$ cat src/rtl/uart_pkg.sv
// ---------------------------------------------------------------------------
// uart_pkg
//   Shared constants and helpers for the byte-oriented UART pair
//   (uart_byte_rx / uart_byte_tx).
//   - Baud codes as presented on the 3-bit baud_set port.
//   - Frame geometry for 16x oversampling with a 7-sample majority window.
//   - baud_rate()/baud_div(): elaboration-time divisor computation.
// ---------------------------------------------------------------------------
package uart_pkg;

    // Baud select codes; anything above BAUD_115200 falls back to 9600.
    localparam logic [2:0] BAUD_9600   = 3'd0;
    localparam logic [2:0] BAUD_19200  = 3'd1;
    localparam logic [2:0] BAUD_38400  = 3'd2;
    localparam logic [2:0] BAUD_57600  = 3'd3;
    localparam logic [2:0] BAUD_115200 = 3'd4;

    // Frame geometry (in oversample ticks within one bit).
    localparam int OVERSAMPLE   = 16;
    localparam int SAMPLE_FIRST = 6;
    localparam int SAMPLE_LAST  = 12;
    localparam int EVAL_TICK    = 13;
    localparam int FRAME_BITS   = 10;
    localparam int START_BIT    = 0;
    localparam int STOP_BIT     = FRAME_BITS - 1;

    // Flops between the raw pin and the first usable sample.
    localparam int SYNC_STAGES  = 2;

    typedef enum logic {
        RX_IDLE = 1'b0,
        RX_RECV = 1'b1
    } rx_state_e;

    function automatic int unsigned baud_rate(input logic [2:0] code);
        int unsigned rate;
        case (code)
            BAUD_19200:  rate = 19200;
            BAUD_38400:  rate = 38400;
            BAUD_57600:  rate = 57600;
            BAUD_115200: rate = 115200;
            default:     rate = 9600;
        endcase
        return rate;
    endfunction

    // Clock cycles per oversample tick.
    function automatic int unsigned baud_div(input int unsigned clk_freq,
                                             input logic [2:0]  code);
        return clk_freq / (baud_rate(code) * int'(OVERSAMPLE));
    endfunction

endpackage

$ cat src/rtl/uart_rx_sync_edge.sv
// ---------------------------------------------------------------------------
// uart_rx_sync_edge
//   Brings the asynchronous serial line into the Clk domain through a
//   two-flop synchronizer and adds one further flop so a falling edge
//   (previous sample high, current sample low) can be detected.
//   Ports:
//     Clk        system clock
//     Rst        asynchronous active-high reset (all flops go to 1 = idle line)
//     rx_i       raw serial line
//     rx_sync_o  synchronized line level
//     fall_o     high for one cycle on a synchronized high-to-low transition
// ---------------------------------------------------------------------------
module uart_rx_sync_edge
    import uart_pkg::*;
(
    input  logic Clk,
    input  logic Rst,
    input  logic rx_i,
    output logic rx_sync_o,
    output logic fall_o
);

    localparam int CHAIN_W = SYNC_STAGES + 1;

    // chain_q[0] is the metastability catcher, chain_q[CHAIN_W-2] is the
    // synchronized level, chain_q[CHAIN_W-1] is the previous level.
    logic [CHAIN_W-1:0] chain_q;

    always_ff @(posedge Clk or posedge Rst) begin
        if (Rst) begin
            chain_q <= '1;
        end else begin
            chain_q <= {chain_q[CHAIN_W-2:0], rx_i};
        end
    end

    assign rx_sync_o = chain_q[CHAIN_W-2];
    assign fall_o    = chain_q[CHAIN_W-1] & ~chain_q[CHAIN_W-2];

endmodule

$ cat src/rtl/uart_byte_rx.sv
// ---------------------------------------------------------------------------
// uart_byte_rx
//   8N1 serial receiver with 16x oversampling and a 7-of-16 majority vote
//   per bit. One byte per frame; good frames pulse Rx_Done, frames whose stop
//   bit votes low pulse Frame_Err instead.
//   Parameters:
//     CLK_FREQ    system clock frequency in Hz
//   Ports:
//     Clk         system clock
//     Rst         asynchronous active-high reset
//     baud_set    rate select (0=9600 .. 4=115200, 5-7 = 9600), latched per frame
//     Rs232_Rx    serial line, idles high
//     data_byte   last correctly received byte
//     Rx_Done     one-cycle pulse when data_byte was updated
//     Frame_Err   one-cycle pulse when the stop bit votes low
//     uart_state  high while a frame is being received
// ---------------------------------------------------------------------------
module uart_byte_rx
    import uart_pkg::*;
#(
    parameter int unsigned CLK_FREQ = 50_000_000
)
(
    input  logic       Clk,
    input  logic       Rst,
    input  logic [2:0] baud_set,
    input  logic       Rs232_Rx,
    output logic [7:0] data_byte,
    output logic       Rx_Done,
    output logic       Frame_Err,
    output logic       uart_state
);

    // The slowest rate has the largest divisor and sets the counter width.
    localparam int unsigned DIV_SLOWEST = baud_div(CLK_FREQ, BAUD_9600);
    localparam int          DIV_W       = $clog2(DIV_SLOWEST + 1);

    // -----------------------------------------------------------------------
    // Line conditioning
    // -----------------------------------------------------------------------
    logic rx_sync;
    logic start_edge;

    uart_rx_sync_edge u_sync_edge (
        .Clk       (Clk),
        .Rst       (Rst),
        .rx_i      (Rs232_Rx),
        .rx_sync_o (rx_sync),
        .fall_o    (start_edge)
    );

    // -----------------------------------------------------------------------
    // Terminal-count table, one entry per baud code, fixed at elaboration.
    // -----------------------------------------------------------------------
    logic [DIV_W-1:0] div_last_tbl [8];

    for (genvar gi = 0; gi < 8; gi++) begin : g_div_tbl
        localparam int unsigned DIV_G = baud_div(CLK_FREQ, 3'(gi));
        assign div_last_tbl[gi] = DIV_W'(DIV_G - 1);
    end

    // -----------------------------------------------------------------------
    // State and datapath registers
    // -----------------------------------------------------------------------
    rx_state_e        state_q,   state_d;
    logic [2:0]       baud_q,    baud_d;
    logic [DIV_W-1:0] div_cnt_q, div_cnt_d;
    logic [7:0]       bps_cnt_q, bps_cnt_d;
    logic [2:0]       vote_q,    vote_d;
    logic [7:0]       shadow_q,  shadow_d;
    logic [7:0]       data_q,    data_d;
    logic             done_q,    done_d;
    logic             ferr_q,    ferr_d;

    // -----------------------------------------------------------------------
    // Tick generator and bit-position decode
    // -----------------------------------------------------------------------
    logic [DIV_W-1:0] div_last;
    logic             tick;
    logic [3:0]       phase;      // tick number within the current bit
    logic [3:0]       bit_idx;    // 0 = start, 1..8 = data, 9 = stop
    logic             in_window;
    logic             eval;
    logic             bit_val;
    logic             frame_end;

    assign div_last  = div_last_tbl[baud_q];
    assign tick      = (state_q == RX_RECV) && (div_cnt_q == div_last);
    assign phase     = bps_cnt_q[3:0];
    assign bit_idx   = bps_cnt_q[7:4];
    assign in_window = tick && (phase >= 4'(SAMPLE_FIRST)) && (phase <= 4'(SAMPLE_LAST));
    assign eval      = tick && (phase == 4'(EVAL_TICK));
    // Majority of the seven window samples.
    assign bit_val   = (vote_q >= 3'd4);

    // A frame ends early on a false start, or at the middle of the stop bit
    // so that a start bit following with no idle gap is still seen as an edge.
    assign frame_end = eval && (((bit_idx == 4'(START_BIT)) && bit_val) ||
                                (bit_idx == 4'(STOP_BIT)));

    // -----------------------------------------------------------------------
    // FSM process 1: state register
    // -----------------------------------------------------------------------
    always_ff @(posedge Clk or posedge Rst) begin
        if (Rst) begin
            state_q <= RX_IDLE;
        end else begin
            state_q <= state_d;
        end
    end

    // -----------------------------------------------------------------------
    // FSM process 2: next-state logic
    // -----------------------------------------------------------------------
    always_comb begin
        state_d = state_q;
        case (state_q)
            RX_IDLE: if (start_edge) state_d = RX_RECV;
            RX_RECV: if (frame_end)  state_d = RX_IDLE;
            default: state_d = RX_IDLE;
        endcase
    end

    // -----------------------------------------------------------------------
    // FSM process 3: output / datapath next values
    // -----------------------------------------------------------------------
    always_comb begin
        baud_d    = baud_q;
        div_cnt_d = div_cnt_q;
        bps_cnt_d = bps_cnt_q;
        vote_d    = vote_q;
        shadow_d  = shadow_q;
        data_d    = data_q;
        done_d    = 1'b0;
        ferr_d    = 1'b0;

        case (state_q)
            RX_IDLE: begin
                // Divider is parked so the first tick lands DIV cycles after the edge.
                div_cnt_d = '0;
                if (start_edge) begin
                    baud_d    = baud_set;
                    bps_cnt_d = '0;
                    vote_d    = '0;
                end
            end

            RX_RECV: begin
                if (tick) begin
                    div_cnt_d = '0;
                    bps_cnt_d = bps_cnt_q + 8'd1;
                end else begin
                    div_cnt_d = div_cnt_q + DIV_W'(1);
                end

                if (in_window) begin
                    vote_d = vote_q + {2'b00, rx_sync};
                end

                if (eval) begin
                    vote_d = '0;
                    if (bit_idx == 4'(STOP_BIT)) begin
                        if (bit_val) begin
                            data_d = shadow_q;
                            done_d = 1'b1;
                        end else begin
                            ferr_d = 1'b1;
                        end
                    end else if (bit_idx != 4'(START_BIT)) begin
                        // LSB arrives first, so shift in from the top.
                        shadow_d = {bit_val, shadow_q[7:1]};
                    end
                end
            end

            default: ;
        endcase
    end

    always_ff @(posedge Clk or posedge Rst) begin
        if (Rst) begin
            baud_q    <= '0;
            div_cnt_q <= '0;
            bps_cnt_q <= '0;
            vote_q    <= '0;
            shadow_q  <= '0;
            data_q    <= '0;
            done_q    <= 1'b0;
            ferr_q    <= 1'b0;
        end else begin
            baud_q    <= baud_d;
            div_cnt_q <= div_cnt_d;
            bps_cnt_q <= bps_cnt_d;
            vote_q    <= vote_d;
            shadow_q  <= shadow_d;
            data_q    <= data_d;
            done_q    <= done_d;
            ferr_q    <= ferr_d;
        end
    end

    assign data_byte  = data_q;
    assign Rx_Done    = done_q;
    assign Frame_Err  = ferr_q;
    assign uart_state = (state_q == RX_RECV);

endmodule

$ cat config.mk
export PLATFORM = sky130hd
export DESIGN_NAME = uart_byte_rx
export DESIGN_NICKNAME = d
export VERILOG_FILES = /design/src/rtl/uart_pkg.sv /design/src/rtl/uart_rx_sync_edge.sv /design/src/rtl/uart_byte_rx.sv
export SDC_FILE = /design/constraint.sdc
export NUM_CORES = 1
export LEC_CHECK = 0
export ABC_AREA = 1
export CORE_MARGIN = 2
export CORE_UTILIZATION = 30
export CTS_CLUSTER_DIAMETER = 100
export CTS_CLUSTER_SIZE = 28
export DETAILED_ROUTE_END_ITERATION = 6
export PLACE_DENSITY = 0.53
export SYNTH_ARGS = -nofsm -noshare
export SYNTH_HDL_FRONTEND = slang
export SYNTH_SLANG_ARGS = --single-unit
$ cat constraint.sdc
create_clock -name Clk -period 4.35 [get_ports Clk]
set_input_delay 1.305 -clock Clk [delete_from_list [all_inputs] [get_ports Clk]]
set_output_delay 1.305 -clock Clk [all_outputs]
set_load 0.02 [all_outputs]
======== After elaboration in Yosys (flattened, before gate mapping) ========
Memories as Yosys holds them, arrays and structs flattened.
Cells that the tools add are included.
operators by class
  bitwise operators ....................... 5
  add/sub/neg operators ................... 3
  $lt $le $gt $ge ......................... 4
  multiplexer cells ....................... 22
  equal/unequal tests ..................... 6
  reduce and logical (&&, ||, !) cells .... 14
operator list
  operator               number
  $mux W9                3
  $pmux W9 S2            1
  $mux W8                2
  $pmux W8 S2            1
  $mux W1                10
  $add A9 B1 Y9 const B  1
  $eq A9 B9 Y1           1
  $mux W3                3
  $add A8 B1 Y8 const B  1
  $eq A4 B4 Y1 const B   2
  $reduce_and A4 Y1      2
  $logic_and A1 B1 Y1    6
  $pmux W3 S2            1
  $reduce_and A2 Y1      3
  $ge A4 B3 Y1 const B   1
  $ge A4 B4 Y1 const B   1
  $le A4 B4 Y1 const B   1
  $logic_not A4 Y1       1
  $not A3 Y4             1
  $reduce_bool A4 Y1     1
  $add A3 B1 Y3          1
  $ge A3 B3 Y1 const B   1
  $ne A3 B1 Y1 const B   1
  $not A1 Y1             3
  other kinds (5)        5
word-level totals
  memories ................................ 1
  bits in registers ....................... 45
  ROM bits ................................ 72
  logic and storage cells ................. 65
  input port bits ......................... 6
  output and inout bits ................... 11
memory list
  memory            words  bits a word  read ports  clocked after memory_dff  write ports  line                source
  (name not given)  8      9            1           0                         0            uart_byte_rx.sv:87  assign div_last = div_last_tbl[baud_q];

======== Logic depth before layout (Yosys ltp) ========
Gate-level depths: netlist (run 1).
  depth in word-level cells ............... 11
  gate-level depth with buffers ........... 14
  gate-level depth less buffers ........... 14

======== Cells and area by module ========
From an unflattened synthesis (run 1), not the netlist that was laid out.
unflattened totals
  cell total of the unflattened synthesis .. 270
  area total of the unflattened synthesis .. 2334.7 um^2
by module, submodules not included
  module             area an instance (um^2)  times used  cells an instance  sequential area each (um^2)
  uart_byte_rx       2242.2                   1           264                1051.0
  uart_rx_sync_edge  92.6                     1           6                  78.8

======== Least setup slack after synthesis (run 1) ========
OpenSTA, ideal clock, no wires.
  path type ............................... reg2reg
  start ................................... register baud_q[0]
  end ..................................... register shadow_q[3]
  arrival ................................. 1690 ps
  path buffers ............................ 0
  required time ........................... 4233 ps
  slack ................................... 2543 ps
  stages on the path, launching flop included .. 15
  library setup time ...................... 117 ps
  path through ............................ dfrtp_1 -> inv_1 -> ha_1 -> nand2_1 -> nand2_2 -> nand2_1 -> nand2_1 -> inv_1 -> nand2_1 -> nor2_1 -> nand3_2 -> inv_4 -> nand2_4 -> nand2_1 -> nand2_1
on the way
  longest elaborated chain between the ends .. 8
ends and longest elaborated chain
  what                                        line                 source
  from (decl)                                 uart_byte_rx.sv:66   logic [2:0] baud_q, baud_d;
  from (signal assigned)                      uart_byte_rx.sv:191  baud_q <= baud_d;
  $not A3 Y4 (not written as such)            uart_byte_rx.sv:87
  $mem_v2 Z8 W9                               -
  $mux W9 (not written as such) (2 in a row)  uart_byte_rx.sv:87
  $eq A9 B9 Y1                                uart_byte_rx.sv:88   assign tick = (state_q == RX_RECV) && (div_cnt_q == div_last);
  $logic_and A1 B1 Y1                         uart_byte_rx.sv:88
  $logic_and A1 B1 Y1                         uart_byte_rx.sv:92   assign eval = tick && (phase == 4'(EVAL_TICK));
  $reduce_and A4 Y1 (no line)                 -
  to (signal assigned)                        uart_byte_rx.sv:195  shadow_q <= shadow_d;
  to (decl)                                   uart_byte_rx.sv:70   logic [7:0] shadow_q, shadow_d;
No other way between the ends. The select of a mux whose other input is x is not followed.
A chain may end at the register's enable or synchronous reset.

======== Final worst setup path (run 1) ========
  start ................................... register state_q, in the netlist uart_state
  end ..................................... output port uart_state
RTL lines
  what                    line                 source
  from (decl)             uart_byte_rx.sv:65   rx_state_e state_q, state_d;
  from (signal assigned)  uart_byte_rx.sv:108  state_q <= state_d;
  to (decl)               uart_byte_rx.sv:31   output logic uart_state
No word-level cell between the ends.

==> flow_metrics.py, run 1 <==
metrics = {
    "floorplanning": {
        "start_util": 0.312,
        "die_h_um": 93.9,
        "die_area_sq_um": 8810,
        "die_w_um": 93.9,
        "io-pin-count": 17,
        "core_area_sq_um": 7770,
        "row_count": 32,
    },
    "logic_synthesis": {
        "yosysTopAreaCell": "dfrtp_1",
        "synth.top_cell.area_share": 0.434,
        "ys_seq_area_frac": 0.466,
        "synth_area_leaders": "dfrtp_1 43%, nand2_1 15%, nand3_1 8.7%, inv_1 5.0%, ha_1 4.6%",
        "synth_top_family_by_area": "simple AND/OR/NAND/NOR gates",
        "synth-xor-area-share": 0.0362,
        "yosysWarnings": 0,
        "syn_nets": 325,
        "synth_compound_area_frac": 0.0403,
        "syn-cell-area_sq_um": 2420,
        "syn_inst": 310,
        "synthAdderAreaFrac": 0.0465,
        "ys_types": 30,
        "synth-seq-cells": 45,
        "synthMuxAreaShare": 0,
        "synth-simple-area-share": 0.353,
        "avgSynthCellArea_sq_um": 7.81,
    },
    "critical_path": {
        "endpoint_kind": "output port",
        "cp_data_arrival_time_ns": 1.59,
        "startpoint_type": "flip-flop",
        "cp_max_fo": 11,
        "crit_type": "flip-flop to output port",
        "cp_num_buf_inv": 1,
        "cp.required_ns": 3.04,
        "max_stage_delay_ns": 0.69,
        "cpMaxStageDelayCell": "clkdlybuf4s50_1",
        "cpLargestDelayFamily": "buffers and inverters",
        "crit_chain": "clkdlybuf4s50_1",
    },
    "cells_and_area": {
        "syn2layout_area_growth_pct": 15.2,
        "finish.utilization": 0.359,
        "final_nets": 346,
        "fin_cells": 434,
        "num_antenna_cells": 0,
        "final_layout_size_suffix_gt1_frac": 0.0843,
    },
    "cts": {
        "htreeDepth": 2,
        "cts.clk_slew.worst_paths_ns": 0.08,
        "cts-resized-gates": 0,
        "cts_made_buffers": 5,
        "postCtsSetupRepairBufs": 0,
        "insertion_delay_ns": 0.30,
        "cts_tree": "done",
        "cts_hold_buf": 0,
        "clock_sinks": 45,
        "clock-root-buffer": "clkbuf_8",
        "cts.path.max_buffers": 2,
    },
    "place": {
        "dp_cells": 426,
        "port-buffer-count": 16,
        "globalplace.congestion": 0.786,
        "dp_hpwl_mm": 3.64,
    },
    "global_route": {
        "grt_pass1_wl_mm": 9.00,
        "grt_usage": 0.129,
        "grt_start_max_net_pins": 46,
        "grt_overflow_total": 0,
        "grt_pass1_vias": 1959,
        "antenna_found_initial": 0,
    },
    "timing": {
        "fmax_ghz": 0.346,
        "fin_crit_ns": 2.89,
        "rsz0062_at_grt": "false",
        "fin_setup_tns_ns": 0,
        "finClkSkew_ns": 0.0131,
        "setup_viol": 0,
        "maxSlewViolCount": 0,
        "hold_violations": 0,
        "max-slew-margin-rel": 0.386,
        "fin_crit_sh": 0.665,
        "tightestPinTransition_ns": 0.920,
    },
    "power_and_ir_drop": {
        "power_leakage_nw": 1.45,
        "vdd_drop_max_mv": 0.103,
        "powerDensity_nw_per_um2": 387,
    },
    "routing": {
        "routed_wl_mm": 4.99,
        "vias": 1971,
        "drt_iter0_markers": 105,
        "ant_nets": 0,
        "wl_per_cell_um": 11.5,
        "drtPass1Iterations": 4,
        "drt_drc_violations_left": 0,
        "vias_per_cell": 4.54,
    },
    "job": {
        "max_cap_violations": 0,
    },
    "run_status": {
        "run_status": "completed",
    },
    "hold_path": {
        "min_path_type": "flip-flop to flip-flop",
    },
}
## synthesized netlist by cell type
library cell and n:
nor3b_1 1, nand3b_1 1, dfrtp_1 42, nand4_1 1
nand2_2 3, o21ai_1 2, o21ai_0 13, o22ai_1 1
a31oi_1 1, xor2_1 7, nand2_1 99, nor3_2 1
nand4_2 1, ha_1 9, nor2_1 25, nand3_2 1
a21oi_1 2, dfstp_2 3, or2_2 1, nand2_4 2
nor4_1 1, inv_1 32, inv_2 1, xnor2_1 3
buf_2 2, inv_4 1, nor2_2 4, nor3_1 7
nand3_1 42, nor2_4 1
## cells by family after synthesis
group / after synthesis
flops: 45
compound gates: 19
fa+ha+maj: 9
buf+inv: 36
simple gates: 191
xor+xnor: 10
## stage by stage
step | instance area [sq um] | hold slack, ns | total power (W) | setup WS (ns)
3_5_place_dp | 2700 | 0.349 | 0.000823 | 1.76
5_1_grt | 2790 | 0.365 | 0.00118 | 1.36
2_1_floorplan | 2420 | 0.345 | 0.000753 | 1.99
6_report | 2790 | 0.360 | 0.00108 | 1.46
3_3_place_gp | 2700 | 0.347 | 0.000818 | 1.79
4_1_cts | 2790 | 0.362 | 0.00110 | 1.42
## cell type report
| cell class | instances | area, sq um |
|---|---|---|
| clock buffers | 5 | 68.8 |
| clock inverters | 3 | 21.3 |
| fillers | 857 | 4980 |
| inverters | 34 | 130 |
| multi-input cells | 229 | 1150 |
| flip-flops and latches | 45 | 1130 |
| well taps | 102 | 128 |
| repair buffers | 16 | 160 |
## worst paths after layout
check                                                       from                                to  slack [ns]  cells past startpoint
worst min-delay path            u_sync_edge.chain_q[0]$_DFF_PP1_  u_sync_edge.chain_q[1]$_DFF_PP1_        0.36                      0
worst max register to register             baud_q[0]$_DFFE_PP0P_          data_byte[3]$_DFFE_PP0P_        2.14                     12
worst max-delay path                        uart_state$_DFF_PP0_                        uart_state        1.46                      1
max in group asynchronous                                    Rst            div_cnt_q[1]$_DFF_PP0_        2.25                      2
worst min register to register  u_sync_edge.chain_q[0]$_DFF_PP1_  u_sync_edge.chain_q[1]$_DFF_PP1_        0.36                      0
min in group asynchronous                                    Rst          data_byte[0]$_DFFE_PP0P_        1.51                      2
## placed cells by master, fill, tap and decap left out, types with 2 or more instances in the layout
cell             synthesis  routed
nand2_1                 99      99
dfrtp_1                 42      42
nand3_1                 42      42
inv_1                   32      31
nor2_1                  25      25
clkdlybuf4s50_1          0      16
o21ai_0                 13      13
ha_1                     9       9
nor3_1                   7       7
xor2_1                   7       7
clkbuf_8                 0       5
nor2_2                   4       4
nand2_2                  3       3
xnor2_1                  3       3
dfstp_2                  3       3
inv_2                    1       2
nand2_4                  2       2
o21ai_1                  2       2
a21oi_1                  2       2
## state kept, by name, indices dropped and copies added, names as in the netlist
| name | count |
|---|---|
| Frame_Err | 1 |
| Rx_Done | 1 |
| baud_q | 3 |
| bps_cnt_q | 8 |
| data_byte | 8 |
| div_cnt_q | 9 |
| shadow_q | 8 |
| u_sync_edge.chain_q | 3 |
| uart_state | 1 |
| vote_q | 3 |
## metal layers
metal	part of all wire	track usage	vias up	routed length, um
met5	0	0	-	0
met4	0.0080	0.0326	0	40
met3	0.033	0.0281	4	165
met2	0.44	0.208	23	2210
met1	0.52	0.175	911	2580
li1	-	-	1033	-
## power breakdown
group | total (W) | internal (W) | switching [W]
logic | 0.000290 | 0.000111 | 0.000179
registers | 0.000523 | 0.000466 | 0.0000573
clock network | 0.000266 | 0.000114 | 0.000151
Power figures use the tool's default switching activity.
==> run 2, diff against run 1 <==
--- a/config.mk
+++ b/config.mk
@@ -11,7 +11,7 @@
 export CTS_CLUSTER_DIAMETER = 100
 export CTS_CLUSTER_SIZE = 28
 export DETAILED_ROUTE_END_ITERATION = 6
-export PLACE_DENSITY = 0.53
+export PLACE_DENSITY = 0.55
 export SYNTH_ARGS = -nofsm -noshare
 export SYNTH_HDL_FRONTEND = slang
 export SYNTH_SLANG_ARGS = --single-unit
==> constraint.sdc (replaced) <==
create_clock -name Clk -period 2.6 [get_ports Clk]
set_input_delay 0.78 -clock Clk [delete_from_list [all_inputs] [get_ports Clk]]
set_output_delay 0.78 -clock Clk [all_outputs]
set_load 0.02 [all_outputs]
==> run 2 against run 1 <==
Compared with the run above:
- worst hold slack worse by 0.0010 ns
- clock skew down 0.0031 ns
- global-route usage grew 0.21 points
- combinational power grew 69%
- final cell count rose by 0.46%
- critical path depth grew 11
- sequential power grew 68%
- critical endpoint is now data_byte[7]$_DFFE_PP0P_
- largest power group unchanged
==> flow_metrics.py, run 2 (synthesis results as in run 1) <==
metrics = {
    "critical_path": {
        "cpMaxStageDelayCell": "dfrtp_1",
        "startpoint_type": "flip-flop",
        "crit_type": "flip-flop to flip-flop",
        "cp.required_ns": 2.80,
        "r2r_cells": 12,
        "endpoint_kind": "flip-flop",
        "cp_data_arrival_time_ns": 2.40,
        "crit_top_cell": "nand2_1",
        "path_depth": 12,
        "cpLargestDelayFamily": "simple AND/OR/NAND/NOR gates",
        "cp_num_buf_inv": 1,
        "reg2reg_slack_ns": 0.39,
        "cp_max_fo": 9,
        "max_stage_delay_ns": 0.49,
        "crit_chain": "inv_1 > ha_1 > nand2_1 > nand2_1 > nand2_1 > nand2_1 > nor2_1 > nand2_1 > nor2_2 > nand4_2 > nand2_1 > nand2_1",
    },
    "timing": {
        "fmax_ghz": 0.453,
        "max-slew-margin-rel": 0.601,
        "rsz0062_at_grt": "false",
        "maxSlewViolCount": 0,
        "fin_crit_ns": 2.21,
        "layout_setup_ws_ns": 0.393,
        "fin_crit_sh": 0.849,
        "hold_violations": 0,
        "finClkSkew_ns": 0.0100,
        "setup_viol": 0,
        "fin_setup_tns_ns": 0,
        "tightestPinTransition_ns": 0.595,
    },
    "run_status": {
        "run_status": "completed",
    },
    "place": {
        "port-buffer-count": 16,
        "dp_hpwl_mm": 3.77,
        "preCtsSetupSlack_ns": 0.386,
        "globalplace.congestion": 0.895,
    },
    "hold_path": {
        "min_path_type": "flip-flop to flip-flop",
        "holdPathStages": 0,
    },
    "floorplanning": {
        "die_w_um": 93.9,
        "die_area_sq_um": 8810,
        "io-pin-count": 17,
        "core_area_sq_um": 7770,
        "start_util": 0.312,
        "die_h_um": 93.9,
        "row_count": 32,
    },
    "cells_and_area": {
        "final_layout_size_suffix_gt1_frac": 0.0898,
        "finish.utilization": 0.363,
        "top_register": "div_cnt_q",
        "final_cell_mix": "99 x nand2_1, 42 x dfrtp_1, 42 x nand3_1",
        "syn2layout_area_growth_pct": 16.3,
        "num_antenna_cells": 0,
        "fill_cells": 817,
        "largest_reg_flops": 9,
        "final_common_cell": "nand2_1",
        "final_nets": 348,
    },
    "job": {
        "max_cap_violations": 0,
    },
    "global_route": {
        "grt_overflow_total": 0,
        "grt_pass1_vias": 2033,
        "antenna_found_initial": 0,
        "grt_usage": 0.131,
        "grt_start_max_net_pins": 26,
        "grt_pass1_wl_mm": 9.22,
    },
    "routing": {
        "routed_wl_mm": 5.16,
        "drt_iter0_markers": 77,
        "vias": 2034,
        "ant_nets": 0,
        "drtPass1Iterations": 4,
        "drt_drc_violations_left": 0,
        "vias_per_cell": 4.67,
        "wl_per_cell_um": 11.8,
    },
    "cts": {
        "insertion_delay_ns": 0.30,
        "postCtsSetupRepairBufs": 0,
        "cts-resized-gates": 0,
        "cts_made_buffers": 5,
        "clock_sinks": 45,
        "cts.path.max_buffers": 2,
        "clock-root-buffer": "clkbuf_8",
        "cts_tree": "done",
        "cts.clk_slew.worst_paths_ns": 0.09,
        "htreeDepth": 2,
        "cts_hold_buf": 0,
    },
    "power_and_ir_drop": {
        "vdd_drop_max_mv": 0.199,
        "power_leakage_nw": 1.47,
        "powerDensity_nw_per_um2": 645,
    },
}
run 2: changes by cell type in the layout (fill, tap and decap cells not counted), sizes merged:
cell,previous run,this run
buf,0,2
run 2: report_power, final:
part / total, W / switching [W] / internal [W] / leakage [nW]
clock network: 0.000447 / 0.000256 / 0.000191 / 0.0445
logic: 0.000491 / 0.000301 / 0.000190 / 0.832
registers: 0.000880 / 0.000100 / 0.000779 / 0.590
run 2: layout make-up:
class                      instances  area, sq um  area share
clock buffer                       5         68.8      0.0244
clock inverter                     3         21.3     0.00755
inverter                          34          130      0.0462
multi-input combinational        229         1150       0.409
sequential                        45         1130       0.401
tap                              102          128      0.0453
timing repair buffer              18          188      0.0666
run 2: metrics by stage:
stage / power [W] / cell area, sq um / hold slack (ns) / cells
final: 0.00182 / 2820 / 0.359 / 436
after global routing: 0.00197 / 2820 / 0.369 / 436
after CTS: 0.00184 / 2820 / 0.362 / 436
after detailed placement: 0.00138 / 2730 / 0.348 / 428
after global placement: 0.00139 / 2730 / 0.347 / 428
after floorplan: 0.00126 / 2420 / 0.345 / 310
run 2: path summary, 6_finish.rpt:
path                                               endpoint                              from
setup / recovery                   data_byte[7]$_DFFE_PP0P_             baud_q[0]$_DFFE_PP0P_
max in group asynchronous  u_sync_edge.chain_q[0]$_DFF_PP1_                               Rst
hold / removal             u_sync_edge.chain_q[1]$_DFF_PP1_  u_sync_edge.chain_q[0]$_DFF_PP1_
setup reg to reg                   data_byte[7]$_DFFE_PP0P_             baud_q[0]$_DFFE_PP0P_
hold reg to reg            u_sync_edge.chain_q[1]$_DFF_PP1_  u_sync_edge.chain_q[0]$_DFF_PP1_
min in group asynchronous          data_byte[0]$_DFFE_PP0P_                               Rst
run 2: layer usage:
layer,GRT usage,up-vias,share of wire
li1,-,1033,-
met5,0,-,0
met4,0.0483,0,0.015
met1,0.175,951,0.49
met2,0.207,44,0.45
met3,0.0281,6,0.042
